$ cat config.mk
export PLATFORM = sky130hd
export DESIGN_NAME = scan_job_scheduler
export DESIGN_NICKNAME = d
export VERILOG_FILES = /design/src/rtl/scan_job_scheduler.sv
export SDC_FILE = /design/constraint.sdc
export NUM_CORES = 1
export LEC_CHECK = 0
export ABC_AREA = 1
export CAP_MARGIN = 20
export CORE_ASPECT_RATIO = 0.75
export CORE_MARGIN = 1.5
export CORE_UTILIZATION = 35
export CTS_CLUSTER_SIZE = 25
export DETAILED_ROUTE_END_ITERATION = 10
export PLACE_DENSITY_LB_ADDON = 0.3
export SYNTH_ARGS = -nofsm -noshare
export SYNTH_HDL_FRONTEND = slang
export SYNTH_SLANG_ARGS = --single-unit
$ cat constraint.sdc
create_clock -name clk -period 2.1 [get_ports clk]
set_input_delay 0.315 -clock clk [delete_from_list [all_inputs] [get_ports clk]]
set_output_delay 0.315 -clock clk [all_outputs]
set_load 0.05 [all_outputs]
$ cat src/rtl/scan_job_scheduler.sv
// scan_job_scheduler: round-robin sharing of one scan pattern generator among NUM_REQ requesters.
// Performance counters are built only when SCAN_SCHED_PERF_EN is defined.
module scan_job_scheduler #(
   parameter int NUM_REQ = 3,
   parameter int ID_W    = 2
) (
   input  logic                 clk,
   input  logic                 rst_n,
   input  logic [NUM_REQ-1:0]   req_valid,
   output logic [NUM_REQ-1:0]   req_ready,
   input  logic [3*NUM_REQ-1:0] req_log2w,
   input  logic [3*NUM_REQ-1:0] req_log2h,
   input  logic [2*NUM_REQ-1:0] req_scan_type,
   output logic                 gen_start,
   output logic [2:0]           gen_log2w,
   output logic [2:0]           gen_log2h,
   output logic [1:0]           gen_scan_type,
   input  logic                 gen_scan_valid,
   input  logic [9:0]           gen_scan_position,
   input  logic                 gen_done,
   output logic                 out_valid,
   output logic [9:0]           out_pos,
   output logic [ID_W-1:0]      out_id,
   output logic                 cpl_valid,
   output logic [ID_W-1:0]      cpl_id,
   output logic                 cpl_err,
   output logic                 busy,
   output logic [15:0]          perf_jobs,
   output logic [31:0]          perf_busy_cycles
);
   typedef enum logic [1:0] {IDLE, ISSUE, RELEASE, ERR} state_t;
   state_t state, state_nx;
   logic [ID_W-1:0] rr_ptr, grant, idx, id;
   logic found, accept, illegal, finish;
   logic [2:0] sel_w, sel_h;
   logic [1:0] sel_t;
   // Highest offset is scanned first so the nearest valid requester after rr_ptr wins.
   always_comb begin
      grant = '0;
      found = 1'b0;
      idx = '0;
      for (int i = NUM_REQ - 1; i >= 0; i--) begin
         idx = ID_W'((int'(rr_ptr) + i) % NUM_REQ);
         if (req_valid[idx]) begin
            grant = idx;
            found = 1'b1;
         end
      end
   end
   // A stuck gen_done in IDLE blocks granting until the generator is idle again.
   assign accept    = (state == IDLE) && found && !gen_done;
   assign req_ready = accept ? (NUM_REQ'(1) << grant) : '0;
   assign sel_w     = req_log2w[3*int'(grant) +: 3];
   assign sel_h     = req_log2h[3*int'(grant) +: 3];
   assign sel_t     = req_scan_type[2*int'(grant) +: 2];
   assign illegal   = sel_w > 3'd5 || sel_h > 3'd5 || sel_t == 2'd3;
   assign finish    = (state == ISSUE && gen_done) || state == ERR;
   always_comb begin
      state_nx = state;
      case (state)
         IDLE:    state_nx = accept ? (illegal ? ERR : ISSUE) : IDLE;
         ISSUE:   state_nx = gen_done ? RELEASE : ISSUE;
         RELEASE: state_nx = gen_done ? RELEASE : IDLE;
         default: state_nx = IDLE;
      endcase
   end
   always_ff @(posedge clk or negedge rst_n) begin
      if (!rst_n) begin
         state         <= IDLE;
         rr_ptr        <= '0;
         id            <= '0;
         gen_log2w     <= '0;
         gen_log2h     <= '0;
         gen_scan_type <= '0;
         cpl_valid     <= 1'b0;
         cpl_id        <= '0;
         cpl_err       <= 1'b0;
      end else begin
         state     <= state_nx;
         cpl_valid <= finish;
         if (accept) begin
            id            <= grant;
            gen_log2w     <= sel_w;
            gen_log2h     <= sel_h;
            gen_scan_type <= sel_t;
            rr_ptr        <= (int'(grant) == NUM_REQ - 1) ? '0 : grant + 1'b1;
         end
         if (finish) begin
            cpl_id  <= id;
            cpl_err <= state == ERR;
         end
      end
   end
   assign gen_start = state == ISSUE;
   assign busy      = state != IDLE;
   assign out_valid = gen_scan_valid && state == ISSUE;
   assign out_pos   = gen_scan_position;
   assign out_id    = id;
`ifdef SCAN_SCHED_PERF_EN
   always_ff @(posedge clk or negedge rst_n) begin
      if (!rst_n) begin
         perf_jobs        <= '0;
         perf_busy_cycles <= '0;
      end else begin
         if (cpl_valid && !cpl_err && perf_jobs != 16'hFFFF)
            perf_jobs <= perf_jobs + 1'b1;
         if (busy && perf_busy_cycles != 32'hFFFF_FFFF)
            perf_busy_cycles <= perf_busy_cycles + 1'b1;
      end
   end
`else
   assign perf_jobs        = '0;
   assign perf_busy_cycles = '0;
`endif
endmodule
==> flow_summary.yaml, run 1 <==
run_status:
  outcome: "complete, but fails checks"
  violations: "negative setup slack"
setup_path:
  cpMaxStageDelayCell: "dfrtp_2"
  cp-start-kind: "register"
  crit_top_cell: "nand2_4"
  worstSetupEndpointType: "output pin"
  slowest_delay_ns: 0.44
  required_ns: 1.78
  cp.depth: 12
  path_delay_family: "simple AND/OR/NAND/NOR gates"
  path_class: "reg -> out"
  rr_worst_depth: 17
  path_buf_inv: 2
  arrival_ns: 1.94
  cp_cell_sequence: "ha_4 -> inv_6 -> nand2_4 -> nand3_4 -> nand2_4 -> nand2_2 -> nand2_2 -> nand2_4 -> nand2_4 -> nand2_4 -> nor2_4 -> buf_12"
  path_max_fanout: 5
final_layout:
  stdcell_area_um2: 2610
  area_growth_pct: 59.24
  layout_commonest_cell: "conb_1"
  nets: 350
  layout_common_cells: "48 x conb_1, 45 x clkdlybuf4s50_1, 44 x nand2_1, 23 x buf_4, 17 x dfrtp_1"
  n_antenna_cell: 0
  layout-drive-gt1-share_pct: 33.77
  nFillCells: 423
place:
  place_area_um2: 2106
  finalWeightedCongestion: 0.8423
  hpwl_mm: 2.840
  numPortBuffers: 50
grt:
  antenna_found_initial: 0
  grt_usage_pct: 14.72
  grt_max_degree: 19
  overflow: 0
  grt_pass1_wl_mm: 5.844
  grt_pass1_vias: 1307
synth:
  synth_top_area_share_pct: 27.48
  yosysTopAreaCell: "dfrtp_1"
  syn_avg_cell_area_um2: 7.126
  synth_cell_types: 25
  ys_top_cells_by_area: "dfrtp_1 27%, buf_4 27%, nand2_1 13%"
  yosysWarnings: 0
  synth_cells: 230
  ys_seq_area_share_pct: 27.48
  ys.flop_type: "dfrtp_1"
  netlist_area_um2: 1639
  async_flop_share_pct: 100.0
  ys_seq_elements: 18
  synth_edf_count: 0
flow_run:
  max_cap_violations: 0
pwr:
  p_sw_share_pct: 52.16
  p_comb_share_pct: 83.6
  seqPwrFrac_pct: 11.2
  leakagePower_uw: 0.001306
  p_sw_uw: 2832
  vdd_drop_max_mv: 1.086
  power_uw: 5430
  p_clk_share_pct: 5.2
  power_density_nw_per_um2: 2080
  p_int_uw: 2597
route:
  drtIter0Drc: 54
  drt-total-wl_mm: 4.040
  first_pass_iters: 4
  wl_per_cell_um: 11.16
  ant_nets: 0
  vias: 1560
  drc_errors: 0
  viasPerCell: 4.309
cts:
  clk_pin_slew_ns: 0.07
  clk_latency_ns: 0.25
  cts_buffers: 3
  cts_tree: "built"
  cts_hold_buf: 0
  clockBufferDepth: 2
  cts.sinks: 18
  ctsHtreeMaxLevel: 1
  cts_root_buf: "clkbuf_8"
floorplan:
  die_w_um: 82.02
  chipHeight_um: 62.27
  rows: 21
  die-area_um2: 5107
  start_util_pct: 36.48
  ios: 119
  core-area_um2: 4493
sta:
  drv_slew: 0
  min_period_over_period_pct: 107.2
  worstMarginPinSlew_ns: 0.5104
  period_needed_ns: 2.250
  relSlewSlack_pct: 65.87
  finalSetupViolCount: 6
  rsz0062_at_grt: "yes"
  hold_viol_final: 0
  fmax_ghz: 0.4444
  fin_ws_ns: -0.1503
  finClkSkew_ns: 0.003037
hold_path:
  hp-class: "in -> async"
## routing by layer
metal	GRT usage, %	vias to the layer above	share of wire, %
met5	0	-	0
met1	19.13	725	43
met3	5.735	6	6.6
met2	23.05	55	49
met4	2.966	0	0.67
li1	-	774	-
## worst paths after layout
kind	start	end	slack, ns
setup / recovery	rr_ptr[1]	req_ready[0]	-0.15
hold / removal	rst_n	gen_scan_type[1]	0.38
setup reg to reg	rr_ptr[1]	state[1]	-0.08
hold reg to reg	gen_log2h[2]	gen_log2h[2]	0.49
max in group asynchronous	rst_n	rr_ptr[1]	1.51
min in group clk	gen_log2h[2]	gen_log2h[2]	0.49
## cells in the mapped netlist (2+ instances only)
cell type,number
buf_4,59
nand2_1,57
dfrtp_1,18
inv_1,18
nand3_1,15
nor2_1,12
a21oi_1,7
o21ai_1,7
nand4_1,6
inv_2,5
nand2_2,4
ha_1,3
o21ai_0,3
a21oi_2,2
nand2_4,2
nand3_2,2
nor2_2,2
## final cells by class
class / count / area [um2] / share of cell area [%]
Inverter: 23 / 96.34 / 3.691
Timing Repair Buffer: 85 / 850.8 / 32.60
Clock buffer: 4 / 55.05 / 2.109
Multi-Input combinational cell: 175 / 1085 / 41.56
Sequential cell: 18 / 451.7 / 17.31
Tap cell: 57 / 71.32 / 2.733
## timing repair
action                                 4_1_cts  5_1_grt
pin swaps                                   10       22
setup buffers                                7       10
setup endpoints to repair                    6       14
resized for setup                           22       54
endpoints found under the hold margin        0        0
gates cloned                                 0        1
## registers in the layout, indices dropped and copies added (netlist names)
register and count:
gen_log2h 3, out_id 2, cpl_valid 1, gen_log2w 3
state 2, cpl_err 1, cpl_id 2, gen_scan_type 2
rr_ptr 2
## cell families after synthesis
family / after synthesis / share of synthesized area [%]
buffers and inverters: 84 / 33.28
AND/OR/NAND/NOR: 101 / 28.02
other: 1 / 0.2288
AO/OA/AOI/OAI: 23 / 8.702
adder cells (fa/ha/maj): 3 / 2.290
flip-flops: 18 / 27.48
## worst register-to-register path, delay by kind of cell (launching register included)
kind	cells	cell delay (ns)
adders and majority gates	1	0.18
AOI/OAI and AO/OA	3	0.35
buffers and inverters	5	0.62
and+or+nand+nor	8	0.49
DFF	1	0.44
## through the flow
step                setup TNS [ns]  setup WS [ns]  util (%)  hold slack (ns)  cells
floorplan                  -0.2903        -0.1452         -          0.01941    277
global placement           -0.4151       -0.09400     46.87           0.4681    340
detailed placement         -0.6045        -0.1362     46.87           0.4735    340
CTS                        -0.7082        -0.1333     51.57           0.3873    351
global route                -1.525        -0.2484     58.09           0.4163    362
finish                     -0.5505        -0.1503     58.09           0.3770    362
## power groups by stage
stage                     Clock [uW]  Combinational [uW]  Sequential [uW]
after floorplan                    0                1880             1020
after global routing             303                4870              630
final                            281                4540              609
after global placement             0                3240              607
after CTS                        289                3710              614
after detailed placement           0                3260              606
Note: power is estimated with default switching activity, not from simulation.
==> run 2: changes to the inputs <==
--- a/config.mk
+++ b/config.mk
@@ -6,11 +6,12 @@
 export NUM_CORES = 1
 export LEC_CHECK = 0
 export ABC_AREA = 1
+export ABC_CLOCK_PERIOD_IN_PS = 2100
 export CAP_MARGIN = 20
 export CORE_ASPECT_RATIO = 0.75
 export CORE_MARGIN = 1.5
 export CORE_UTILIZATION = 35
-export CTS_CLUSTER_SIZE = 25
+export CTS_CLUSTER_SIZE = 10
 export DETAILED_ROUTE_END_ITERATION = 10
 export PLACE_DENSITY_LB_ADDON = 0.3
 export SYNTH_ARGS = -nofsm -noshare
==> results of run 2 <==
The final DEF is identical to that of run 1; final timing and power are the same.
==> run 3: changes to the inputs <==
--- a/config.mk
+++ b/config.mk
@@ -9,7 +9,6 @@
 export ABC_CLOCK_PERIOD_IN_PS = 2100
 export CAP_MARGIN = 20
 export CORE_ASPECT_RATIO = 0.75
-export CORE_MARGIN = 1.5
 export CORE_UTILIZATION = 35
 export CTS_CLUSTER_SIZE = 10
 export DETAILED_ROUTE_END_ITERATION = 10
==> run 3 against run 2 <==
  * The run still ends with negative setup slack left
  * Wire length fell by 2.2%
  * Count of clock-buffer cells in the layout did not move
  * Flip-flop and latch count did not move
  * Critical path depth rose by 1
  * Critical path type unchanged
  * Highest routed layer unchanged
==> flow_summary.yaml, run 3 (synthesis results as in run 1) <==
cts:
  clockBufferDepth: 2
  cts.sinks: 18
  clk_pin_slew_ns: 0.07
  cts_root_buf: "clkbuf_8"
  clk_latency_ns: 0.26
  cts_tree: "built"
  ctsHtreeMaxLevel: 1
  cts_buffers: 3
setup_path:
  path_class: "reg -> out"
  cp_cell_sequence: "inv_2 -> ha_4 -> inv_4 -> nand2_4 -> nand3_4 -> nand2_4 -> nand2_2 -> nand2_2 -> nand2_4 -> nand2_8 -> nand2_4 -> nor2_4 -> buf_12"
  slowest_delay_ns: 0.40
  critPathLaunch: "rr_ptr[0]"
  reg2reg_from: "rr_ptr[1]"
  arrival_ns: 1.95
  cpMaxStageDelayCell: "dfrtp_1"
  worstSetupEndpointType: "output pin"
  path_max_fanout: 5
  crit_top_cell: "nand2_4"
  required_ns: 1.78
  cp-start-kind: "register"
sta:
  fmax_ghz: 0.4410
  min_period_over_period_pct: 108.0
  period_needed_ns: 2.268
  relSlewSlack_pct: 66.07
  rsz0062_at_grt: "yes"
  finalSetupViolCount: 5
  hold_viol_final: 0
  hold_ws_ns: 0.3768
  drv_slew: 0
  fin_ws_ns: -0.1676
  finClkSkew_ns: 0.002509
  worstMarginPinSlew_ns: 0.5073
grt:
  grt_pass1_wl_mm: 5.851
  grt_max_degree: 19
  antenna_found_initial: 0
  grt_pass1_vias: 1301
  overflow: 0
  grt_usage_pct: 15.68
route:
  wl_per_cell_um: 11.01
  first_pass_iters: 4
  vias: 1541
  drt-total-wl_mm: 3.951
  viasPerCell: 4.292
  ant_nets: 0
  drc_errors: 0
  drtIter0Drc: 77
floorplan:
  chipHeight_um: 61.27
  die_w_um: 81.02
  ios: 119
  start_util_pct: 36.69
  die-area_um2: 4964
  rows: 21
  core-area_um2: 4467
pwr:
  vdd_drop_max_mv: 1.055
  leakagePower_uw: 0.001288
  power_density_nw_per_um2: 2092
run_status:
  violations: "negative setup slack"
  outcome: "complete, but fails checks"
final_layout:
  reg_top3: "gen_log2h: 3 flops, gen_log2w: 3 flops"
  fin_util_pct: 58.46
  layout_commonest_cell: "conb_1"
  final_cells: 359
  nets: 347
  layout-drive-gt1-share_pct: 32.45
  n_antenna_cell: 0
  layout_common_cells: "48 x conb_1, 46 x nand2_1, 46 x clkdlybuf4s50_1, 20 x buf_4, 17 x dfrtp_1"
  area_growth_pct: 59.31
  nFillCells: 410
place:
  hpwl_mm: 2.787
  finalWeightedCongestion: 0.8693
  dp_cells: 342
  numPortBuffers: 50
flow_run:
  max_cap_violations: 0
hold_path:
  hp-class: "in -> async"
-- run 3: critical path: cells and delay by family (launching register included) --
| family | cells | cell delay, ns |
|---|---|---|
| buffers and inverters | 3 | 0.27 |
| adder cells (fa/ha/maj) | 1 | 0.32 |
| flip-flops | 1 | 0.40 |
| AND/OR/NAND/NOR | 9 | 0.71 |
-- run 3: final timing paths --
kind                                    end  slack (ns)  depth (start not counted)
setup / recovery               req_ready[0]       -0.17                         13
hold / removal             gen_scan_type[1]        0.38                          2
max in group asynchronous         rr_ptr[1]        1.52                          2
min in group clk               gen_log2h[2]        0.48                          2
hold reg to reg                gen_log2h[2]        0.48                          2
setup reg to reg                   state[1]       -0.06                         17
-- run 3: report_power, final --
part / internal (uW) / total (uW) / switching [uW] / leakage (uW)
Clock: 167 / 285 / 118 / 0.0000288
Sequential: 514 / 615 / 101 / 0.000224
Combinational: 1950 / 4560 / 2610 / 0.00104
-- run 3: layout make-up --
type,count,area [um2],area share [%]
Multi-Input combinational cell,175,1087,41.64
Inverter,23,93.84,3.594
Tap cell,57,71.32,2.731
Timing Repair Buffer,82,852.1,32.63
Sequential cell,18,451.7,17.30
Clock buffer,4,55.05,2.108
-- run 3: layer usage --
| metal | up-vias | GRT usage (%) | share of wire (%) |
|---|---|---|---|
| li1 | 765 | - | - |
| met1 | 711 | 20.91 | 43 |
| met2 | 60 | 24.97 | 48 |
| met3 | 5 | 5.778 | 8.1 |
| met4 | 0 | 2.296 | 0.40 |
| met5 | - | 0 | 0 |
-- run 3: through the flow --
stage | area, um2 | setup WS, ns | setup TNS, ns | power [uW]
3_3_place_gp | 2121 | -0.09250 | -0.3112 | 3863
5_1_grt | 2611 | -0.2742 | -1.606 | 5872
2_1_floorplan | 1826 | -0.1452 | -0.2903 | 2904
4_1_cts | 2297 | -0.1067 | -0.3852 | 4536
3_5_place_dp | 2121 | -0.1041 | -0.4008 | 3862
6_report | 2611 | -0.1676 | -0.4996 | 5462
-- run 3: what timing repair did --
| item | CTS | global route |
|---|---|---|
| resized for setup | 24 | 47 |
| endpoints found under the hold margin | 0 | 0 |
| pin swaps | 10 | 16 |
| cloned | 0 | 1 |
| buffers inserted | 4 | 9 |
| hold buffers | 0 | 0 |
| endpoints found under the setup margin | 4 | 15 |
